==> src/rtl/uart8n1_pkg.sv <==
// -----------------------------------------------------------------------------
// uart8n1_pkg
// Shared definitions for the 8N1 UART core: the state encoding used by both
// the TX and RX state machines, the data width and the default clock and
// baud-rate values.
// -----------------------------------------------------------------------------
package uart8n1_pkg;

  localparam int DATA_BITS        = 8;
  localparam int DEFAULT_CLK_FREQ = 50_000_000;
  localparam int DEFAULT_BAUD     = 115200;

  typedef enum logic [1:0] {
    IDLE  = 2'd0,
    START = 2'd1,
    DATA  = 2'd2,
    STOP  = 2'd3
  } uart_state_e;

endpackage

==> src/rtl/uart8n1_if.sv <==
// -----------------------------------------------------------------------------
// uart8n1_if
// Parallel-side bus of the UART core.
//   tx_start / tx_data : transmit request and byte (master -> core)
//   tx_busy / tx_done  : transmit status (core -> master)
//   rx_busy / rx_done  : receive status (core -> master)
//   rx_data            : last correctly received byte (core -> master)
//   rx_frame_err       : stop-bit error pulse, only with UART_FRAME_ERR_EN
// Modports: master (system side), slave (the UART core).
// -----------------------------------------------------------------------------
interface uart8n1_if;
  import uart8n1_pkg::*;

  logic                 tx_start;
  logic [DATA_BITS-1:0] tx_data;
  logic                 tx_busy;
  logic                 tx_done;
  logic                 rx_busy;
  logic                 rx_done;
  logic [DATA_BITS-1:0] rx_data;
`ifdef UART_FRAME_ERR_EN
  logic                 rx_frame_err;

  modport master (output tx_start, tx_data,
                  input  tx_busy, tx_done, rx_busy, rx_done, rx_data, rx_frame_err);
  modport slave  (input  tx_start, tx_data,
                  output tx_busy, tx_done, rx_busy, rx_done, rx_data, rx_frame_err);
`else
  modport master (output tx_start, tx_data,
                  input  tx_busy, tx_done, rx_busy, rx_done, rx_data);
  modport slave  (input  tx_start, tx_data,
                  output tx_busy, tx_done, rx_busy, rx_done, rx_data);
`endif

endinterface

==> src/rtl/uart8n1_rx.sv <==
// -----------------------------------------------------------------------------
// uart8n1_rx
// 8N1 receiver: two-flop synchroniser on rx_line followed by the RX FSM
// (IDLE, START, DATA, STOP). Bits are sampled mid-bit; the FSM returns to IDLE
// at the middle of the stop bit so back-to-back frames are accepted.
// Ports:
//   clk, reset (async, active low), en (core enable)
//   rx_line      : serial input, asynchronous to clk
//   rx_busy      : frame in progress
//   rx_done      : one-cycle pulse, rx_data just updated
//   rx_data      : last correctly received byte
//   rx_frame_err : one-cycle pulse on a 0 stop bit (UART_FRAME_ERR_EN only)
// -----------------------------------------------------------------------------
module uart8n1_rx
  import uart8n1_pkg::*;
#(
  parameter int CLKS_PER_BIT = 434
) (
  input  logic                 clk,
  input  logic                 reset,
  input  logic                 en,
  input  logic                 rx_line,
  output logic                 rx_busy,
  output logic                 rx_done,
  output logic [DATA_BITS-1:0] rx_data
`ifdef UART_FRAME_ERR_EN
  ,
  output logic                 rx_frame_err
`endif
);

  localparam int                CNT_W     = $clog2(CLKS_PER_BIT);
  localparam logic [CNT_W-1:0]  BIT_LAST  = CNT_W'(CLKS_PER_BIT - 1);
  localparam logic [CNT_W-1:0]  HALF_LAST = CNT_W'(CLKS_PER_BIT / 2 - 1);

  logic [1:0]           sync_q;
  logic                 rx_s;
  uart_state_e          state, state_next;
  logic [CNT_W-1:0]     cnt;
  logic [2:0]           bit_idx;
  logic [DATA_BITS-1:0] shift_q;
  logic                 bit_end, half_end;
  logic                 sample_bit, stop_end;
  logic                 done_q;
`ifdef UART_FRAME_ERR_EN
  logic                 err_q;
`endif

  // Synchroniser resets to the idle line level so reset never looks like a start bit.
  always_ff @(posedge clk or negedge reset) begin
    if (!reset) sync_q <= 2'b11;
    else        sync_q <= {sync_q[0], rx_line};
  end

  assign rx_s     = sync_q[1];
  assign bit_end  = (cnt == BIT_LAST);
  assign half_end = (cnt == HALF_LAST);

  always_ff @(posedge clk or negedge reset) begin
    if (!reset) state <= IDLE;
    else        state <= state_next;
  end

  // START waits half a bit and re-checks the line to reject short glitches.
  always_comb begin
    state_next = state;
    if (!en) begin
      state_next = IDLE;
    end else begin
      case (state)
        IDLE:    if (!rx_s) state_next = START;
        START:   if (half_end) state_next = rx_s ? IDLE : DATA;
        DATA:    if (bit_end && bit_idx == 3'd7) state_next = STOP;
        STOP:    if (bit_end) state_next = IDLE;
        default: state_next = IDLE;
      endcase
    end
  end

  always_comb begin
    rx_busy    = 1'b0;
    sample_bit = 1'b0;
    stop_end   = 1'b0;
    if (en) begin
      rx_busy    = (state != IDLE);
      sample_bit = (state == DATA) && bit_end;
      stop_end   = (state == STOP) && bit_end;
    end
  end

  // The START half-bit wait leaves cnt at zero on entry to DATA, so every
  // later BIT_LAST lands in the middle of a bit.
  always_ff @(posedge clk or negedge reset) begin
    if (!reset) begin
      cnt     <= '0;
      bit_idx <= '0;
    end else if (!en || state == IDLE) begin
      cnt     <= '0;
      bit_idx <= '0;
    end else begin
      if ((state == START && half_end) || bit_end) cnt <= '0;
      else                                         cnt <= cnt + 1'b1;
      if (sample_bit && bit_idx != 3'd7) bit_idx <= bit_idx + 1'b1;
    end
  end

  always_ff @(posedge clk or negedge reset) begin
    if (!reset) begin
      shift_q <= '0;
      rx_data <= '0;
      done_q  <= 1'b0;
`ifdef UART_FRAME_ERR_EN
      err_q   <= 1'b0;
`endif
    end else begin
      done_q <= stop_end && rx_s;
`ifdef UART_FRAME_ERR_EN
      err_q  <= stop_end && !rx_s;
`endif
      if (sample_bit)         shift_q <= {rx_s, shift_q[DATA_BITS-1:1]};
      if (stop_end && rx_s)   rx_data <= shift_q;
    end
  end

  assign rx_done = done_q && en;
`ifdef UART_FRAME_ERR_EN
  assign rx_frame_err = err_q && en;
`endif

endmodule

==> src/rtl/uart8n1_top.sv <==
// -----------------------------------------------------------------------------
// uart8n1_top
// Full-duplex 8N1 UART core: inline TX FSM plus the uart8n1_rx receiver.
// Parameters: CLK_FREQ (Hz), BAUD; CLKS_PER_BIT = CLK_FREQ/BAUD, must be >= 4.
// Ports:
//   clk, reset (async, active low), en (core enable, TX and RX run only when 1)
//   bus     : uart8n1_if.slave parallel side (tx_start/tx_data in,
//             tx_busy/tx_done/rx_busy/rx_done/rx_data out)
//   tx_line : serial output, idles high
//   rx_line : serial input
// Optional: define UART_FRAME_ERR_EN to add bus.rx_frame_err.
// -----------------------------------------------------------------------------
module uart8n1_top
  import uart8n1_pkg::*;
#(
  parameter int CLK_FREQ = DEFAULT_CLK_FREQ,
  parameter int BAUD     = DEFAULT_BAUD
) (
  input  logic      clk,
  input  logic      reset,
  input  logic      en,
  uart8n1_if.slave  bus,
  output logic      tx_line,
  input  logic      rx_line
);

  localparam int               CLKS_PER_BIT = CLK_FREQ / BAUD;
  localparam int               CNT_W        = $clog2(CLKS_PER_BIT);
  localparam logic [CNT_W-1:0] BIT_LAST     = CNT_W'(CLKS_PER_BIT - 1);

  if (CLKS_PER_BIT < 4) begin : g_bad_baud
    $error("uart8n1_top: CLKS_PER_BIT must be at least 4");
  end

  uart_state_e          state, state_next;
  logic [CNT_W-1:0]     cnt;
  logic [2:0]           bit_idx;
  logic [DATA_BITS-1:0] shift_q;
  logic                 bit_end;
  logic                 accept, shift_bit, stop_end;
  logic                 done_q;

  assign bit_end = (cnt == BIT_LAST);

  always_ff @(posedge clk or negedge reset) begin
    if (!reset) state <= IDLE;
    else        state <= state_next;
  end

  always_comb begin
    state_next = state;
    if (!en) begin
      state_next = IDLE;
    end else begin
      case (state)
        IDLE:    if (bus.tx_start) state_next = START;
        START:   if (bit_end) state_next = DATA;
        DATA:    if (bit_end && bit_idx == 3'd7) state_next = STOP;
        STOP:    if (bit_end) state_next = IDLE;
        default: state_next = IDLE;
      endcase
    end
  end

  // Line and busy are gated by en so dropping en forces the idle level at once.
  always_comb begin
    tx_line     = 1'b1;
    bus.tx_busy = 1'b0;
    accept      = 1'b0;
    shift_bit   = 1'b0;
    stop_end    = 1'b0;
    if (en) begin
      bus.tx_busy = (state != IDLE);
      accept      = (state == IDLE) && bus.tx_start;
      shift_bit   = (state == DATA) && bit_end;
      stop_end    = (state == STOP) && bit_end;
      case (state)
        START:   tx_line = 1'b0;
        DATA:    tx_line = shift_q[0];
        default: tx_line = 1'b1;
      endcase
    end
  end

  always_ff @(posedge clk or negedge reset) begin
    if (!reset) begin
      cnt     <= '0;
      bit_idx <= '0;
    end else begin
      if (!en || state == IDLE || bit_end) cnt <= '0;
      else                                 cnt <= cnt + 1'b1;
      if (!en || state != DATA)                   bit_idx <= '0;
      else if (bit_end && bit_idx != 3'd7)        bit_idx <= bit_idx + 1'b1;
    end
  end

  // The byte is captured once at acceptance; later tx_data changes are ignored.
  always_ff @(posedge clk or negedge reset) begin
    if (!reset) begin
      shift_q <= '0;
      done_q  <= 1'b0;
    end else begin
      done_q <= stop_end;
      if (accept)         shift_q <= bus.tx_data;
      else if (shift_bit) shift_q <= {1'b1, shift_q[DATA_BITS-1:1]};
    end
  end

  assign bus.tx_done = done_q && en;

  uart8n1_rx #(
    .CLKS_PER_BIT (CLKS_PER_BIT)
  ) u_rx (
    .clk          (clk),
    .reset        (reset),
    .en           (en),
    .rx_line      (rx_line),
    .rx_busy      (bus.rx_busy),
    .rx_done      (bus.rx_done),
    .rx_data      (bus.rx_data)
`ifdef UART_FRAME_ERR_EN
    ,
    .rx_frame_err (bus.rx_frame_err)
`endif
  );

endmodule

==> src/flat_wrapper.sv <==
// flat-port wrapper written by rule: the top's interface ports become plain ports
module uart8n1_top_flat import uart8n1_pkg::*;
#(
  parameter int CLK_FREQ = DEFAULT_CLK_FREQ,
  parameter int BAUD     = DEFAULT_BAUD
)
  (clk, reset, en, tx_line, rx_line, bus_tx_start, bus_tx_data, bus_tx_busy, bus_tx_done, bus_rx_busy, bus_rx_done, bus_rx_data);
  uart8n1_if bus_i ();
  input  logic clk;
  input  logic reset;
  input  logic en;
  output logic tx_line;
  input  logic rx_line;
  input wire logic [$bits(bus_i.tx_start)-1:0] bus_tx_start;
  input wire logic [$bits(bus_i.tx_data)-1:0] bus_tx_data;
  output wire logic [$bits(bus_i.tx_busy)-1:0] bus_tx_busy;
  output wire logic [$bits(bus_i.tx_done)-1:0] bus_tx_done;
  output wire logic [$bits(bus_i.rx_busy)-1:0] bus_rx_busy;
  output wire logic [$bits(bus_i.rx_done)-1:0] bus_rx_done;
  output wire logic [$bits(bus_i.rx_data)-1:0] bus_rx_data;
  assign bus_i.tx_start = bus_tx_start;
  assign bus_i.tx_data = bus_tx_data;
  assign bus_tx_busy = bus_i.tx_busy;
  assign bus_tx_done = bus_i.tx_done;
  assign bus_rx_busy = bus_i.rx_busy;
  assign bus_rx_done = bus_i.rx_done;
  assign bus_rx_data = bus_i.rx_data;
  uart8n1_top #(.CLK_FREQ(CLK_FREQ), .BAUD(BAUD)) u_core (.clk(clk), .reset(reset), .en(en), .bus(bus_i), .tx_line(tx_line), .rx_line(rx_line));
endmodule
==> config.mk <==
export PLATFORM = sky130hd
export DESIGN_NAME = uart8n1_top_flat
export DESIGN_NICKNAME = d
export VERILOG_FILES = /design/src/rtl/uart8n1_pkg.sv /design/src/rtl/uart8n1_if.sv /design/src/rtl/uart8n1_rx.sv /design/src/rtl/uart8n1_top.sv /design/src/flat_wrapper.sv
export SDC_FILE = /design/constraint.sdc
export NUM_CORES = 1
export LEC_CHECK = 0
export ABC_AREA = 1
export CORE_UTILIZATION = 31
export CTS_BUF_LIST = sky130_fd_sc_hd__clkbuf_16
export CTS_CLUSTER_SIZE = 28
export DETAILED_ROUTE_END_ITERATION = 16
export HOLD_SLACK_MARGIN = 0.02
export PLACE_DENSITY = 0.53
export SLEW_MARGIN = 20
export SYNTH_ARGS = -nofsm -noshare
export SYNTH_HDL_FRONTEND = slang
export SYNTH_SLANG_ARGS = --single-unit
==> constraint.sdc <==
create_clock -name clk -period 1.7 [get_ports clk]
set_input_delay 0.51 -clock clk [delete_from_list [all_inputs] [get_ports clk]]
set_output_delay 0.51 -clock clk [all_outputs]
set_load 0.02 [all_outputs]
==> impl_metrics.yaml <==
run_status:
  status: "finished with violations"
  violations: "DRC, setup timing"
sta:
  period_share: 1.06
  maxSlewHeadroom: 0.798
  period_minus_slack_ps: 1810
  setup_viol: 2
  final_max_slew_viol_count: 0
  fmax_mhz: 554
  worst_slew_pin_slew_ps: 303
  fin_worst_skew_ps: 4.68
  finalSetupTns_ps: -197
  rsz0062_at_grt: "true"
  worst_slack_ps: -107
  whs_ps: 207
  hold_viol: 0
drt:
  vias_per_cell: 4.37
  wl_met2_mm: 2.47
  routed_wl_mm: 5.29
  firstDrtPassIters: 10
  drc: 5
  wl_per_cell_um: 10.5
  routed.top_layer: "met4"
  drtIter0Drc: 137
  met3_length_um: 156
  ant_nets: 0
  vias: 2195
  met1_length_mm: 2.58
power_and_ir_drop:
  swShare: 0.302
  p_switching_mw: 1.08
  totalPowerFinal_mw: 3.58
  pwr-share-seq: 0.439
  p_clk_frac: 0.280
  power_frac_comb: 0.282
  power.internal_mw: 2.50
  ir_worst_vdd_mv: 0.599
  leakagePower_nw: 1.71
  p_per_area_nw_per_um2: 1000
floorplan:
  die_x_um: 97.8
  coreArea_sq_um: 8810
  io_pins: 26
  die_area_sq_um: 9560
  fp-row-count: 34
  initial_core_util: 0.323
  die-height_um: 97.8
logic_synthesis:
  syn_area_per_cell_sq_um: 8.34
  ys_types: 29
  synth_xor_area_frac: 0.0154
  syn_nets: 367
  ys_warn_count: 0
  synthMuxAreaShare: 0.0238
  synth_compound_area_frac: 0.0634
  synth_top_family_by_area: "simple AND/OR/NAND/NOR gates"
  synth.cell_area_sq_um: 2840
  ys_seq_area_frac: 0.494
  yosys.area_share.adder: 0.0572
  synthCells: 341
  ys_ff_latch: 56
  synth-simple-area-share: 0.255
clocking:
  cts_max_level: 2
  numCtsBuffers: 5
  cts_root_buf: "clkbuf_16"
  cts_tree: "built"
  clockBufferDepth: 2
  clk_latency_ps: 290
  clk_pin_slew_ps: 70
  cts_sinks: 56
placement:
  place_hpwl_mm: 3.65
  globalplace.congestion: 0.805
  place_ws_ps: -733
  port_buffers: 25
layout:
  nFillCells: 902
  fin_nets: 419
  final_cell_mix: "81 x nand2_1, 53 x inv_1, 53 x dfrtp_1, 31 x nor2_1, 23 x buf_4"
  antenna_cells: 0
  layout_commonest_cell: "nand2_1"
  multi_input_area_sq_um: 1250
  drive_gt1_frac: 0.178
  syn_to_final_growth_pct: 25.7
  seq_area_sq_um: 1410
worst_hold_path:
  hold_class: "in -> async"
setup_path:
  startpoint_type: "flip-flop"
  worstPathArrival_ps: 1300
  critPathMaxFanout: 4
  worstSetupEndpointType: "primary output"
  cp.required_ps: 1190
  critical_path_class: "reg -> out"
global_routing:
  grt_max_degree: 57
  antenna_found_initial: 0
  grt_pass1_wl_mm: 9.51
  grt_usage: 0.120
  overflow: 0
  grt_pass1_vias: 2164
job:
  drv_cap: 0
cell families (layout without fill, tap and decap cells):
kind of cell | after synthesis | in the layout
AND/OR/NAND/NOR | 161 | 162
buffers and inverters | 65 | 117
flip-flops | 56 | 56
AO/OA/AOI/OAI | 35 | 35
adder cells (fa/ha/maj) | 13 | 13
multiplexers | 6 | 6
XOR/XNOR | 5 | 5
Yosys cell counts:
library cell | instances | area share
nor2_1 | 33 | 0.044
a21oi_1 | 6 | 0.011
o211ai_1 | 1 | 0.0026
xor2_1 | 3 | 0.0092
nand3b_1 | 3 | 0.0079
inv_2 | 5 | 0.0066
a22oi_1 | 1 | 0.0026
nor2_4 | 1 | 0.0040
nand3_1 | 22 | 0.039
nor3_1 | 3 | 0.0053
nand3_4 | 1 | 0.0062
clkbuf_1 | 1 | 0.0013
buf_6 | 2 | 0.0079
nand2_2 | 4 | 0.0088
clkinv_1 | 2 | 0.0026
nand2_1 | 82 | 0.11
buf_2 | 1 | 0.0018
ha_1 | 13 | 0.057
nor3b_1 | 5 | 0.013
nor2_2 | 1 | 0.0022
o21ai_1 | 18 | 0.032
inv_1 | 54 | 0.071
xnor2_1 | 2 | 0.0062
dfstp_2 | 2 | 0.018
dfrtp_1 | 54 | 0.48
nand4_1 | 3 | 0.0066
o21ai_0 | 9 | 0.016
mux2_2 | 6 | 0.024
nand3_2 | 3 | 0.011
registers in the layout (all words and copies together) (netlist names):
signal,count
u_core.bit_idx,3
u_core.done_q,1
u_core.u_rx.shift_q,8
u_core.u_rx.rx_data,8
u_core.u_rx.state,2
u_core.u_rx.bit_idx,3
u_core.state,2
u_core.u_rx.cnt,9
u_core.u_rx.done_q,1
u_core.u_rx.sync_q,2
u_core.cnt,9
u_core.shift_q,8
cell type report:
class | count | share of cell area
tap | 108 | 0.0378
clock buffer | 5 | 0.0350
sequential | 56 | 0.393
clock inverter | 3 | 0.00560
timing repair buffer | 48 | 0.115
multi-input combinational | 221 | 0.349
inverter | 61 | 0.0641
stage by stage:
step                cells  instance area, sq um  utilization
global route          502                  3570        0.406
CTS                   500                  3550        0.403
finish                502                  3570        0.406
detailed placement    488                  3340        0.379
global placement      488                  3340        0.379
floorplan             341                  2840            -
worst paths after layout:
check | slack (ps) | startpoint | endpoint | cells after the start
hold reg to reg | 360 | u_core.u_rx.sync_q[0] | u_core.u_rx.sync_q[1] | 0
setup / recovery | -110 | u_core.state[1] | tx_line | 6
hold / removal | 210 | reset | u_core.cnt[8] | 2
setup reg to reg | 130 | u_core.state[0] | u_core.state[0] | 10
max in group asynchronous | 1210 | reset | u_core.u_rx.sync_q[1] | 2
min in group clk | 360 | u_core.u_rx.sync_q[0] | u_core.u_rx.sync_q[1] | 0
critical path, cell delays in order (launching register included):
cell and delay [ps]:
dfrtp_2 450, inv_2 90, ha_4 140, nor2_4 30, a21oi_2 90, nand2_1 70, buf_6 130
layer usage:
| metal | GRT usage | vias up |
|---|---|---|
| li1 | - | 1170 |
| met5 | 0 | - |
| met3 | 0.0251 | 10 |
| met2 | 0.206 | 35 |
| met1 | 0.153 | 980 |
| met4 | 0.0361 | 0 |
power groups by stage:
stage	Sequential [mW]	Clock (mW)	Combinational (mW)
final	1.57	1.00	1.01
after global routing	1.59	1.09	1.14
after global placement	1.59	0	0.830
after detailed placement	1.59	0	0.834
after CTS	1.57	1.06	0.969
after floorplan	1.57	0	0.509
repair_timing:
item | CTS | global route
cloned | 0 | 1
endpoints found under the hold margin | 0 | 0
hold buffers | 0 | 0
buffers inserted | 4 | 1
resized for setup | 48 | 6
endpoints found under the setup margin | 24 | 16
pin swaps | 3 | 3
No activity file was read; power rests on OpenSTA's default activity.
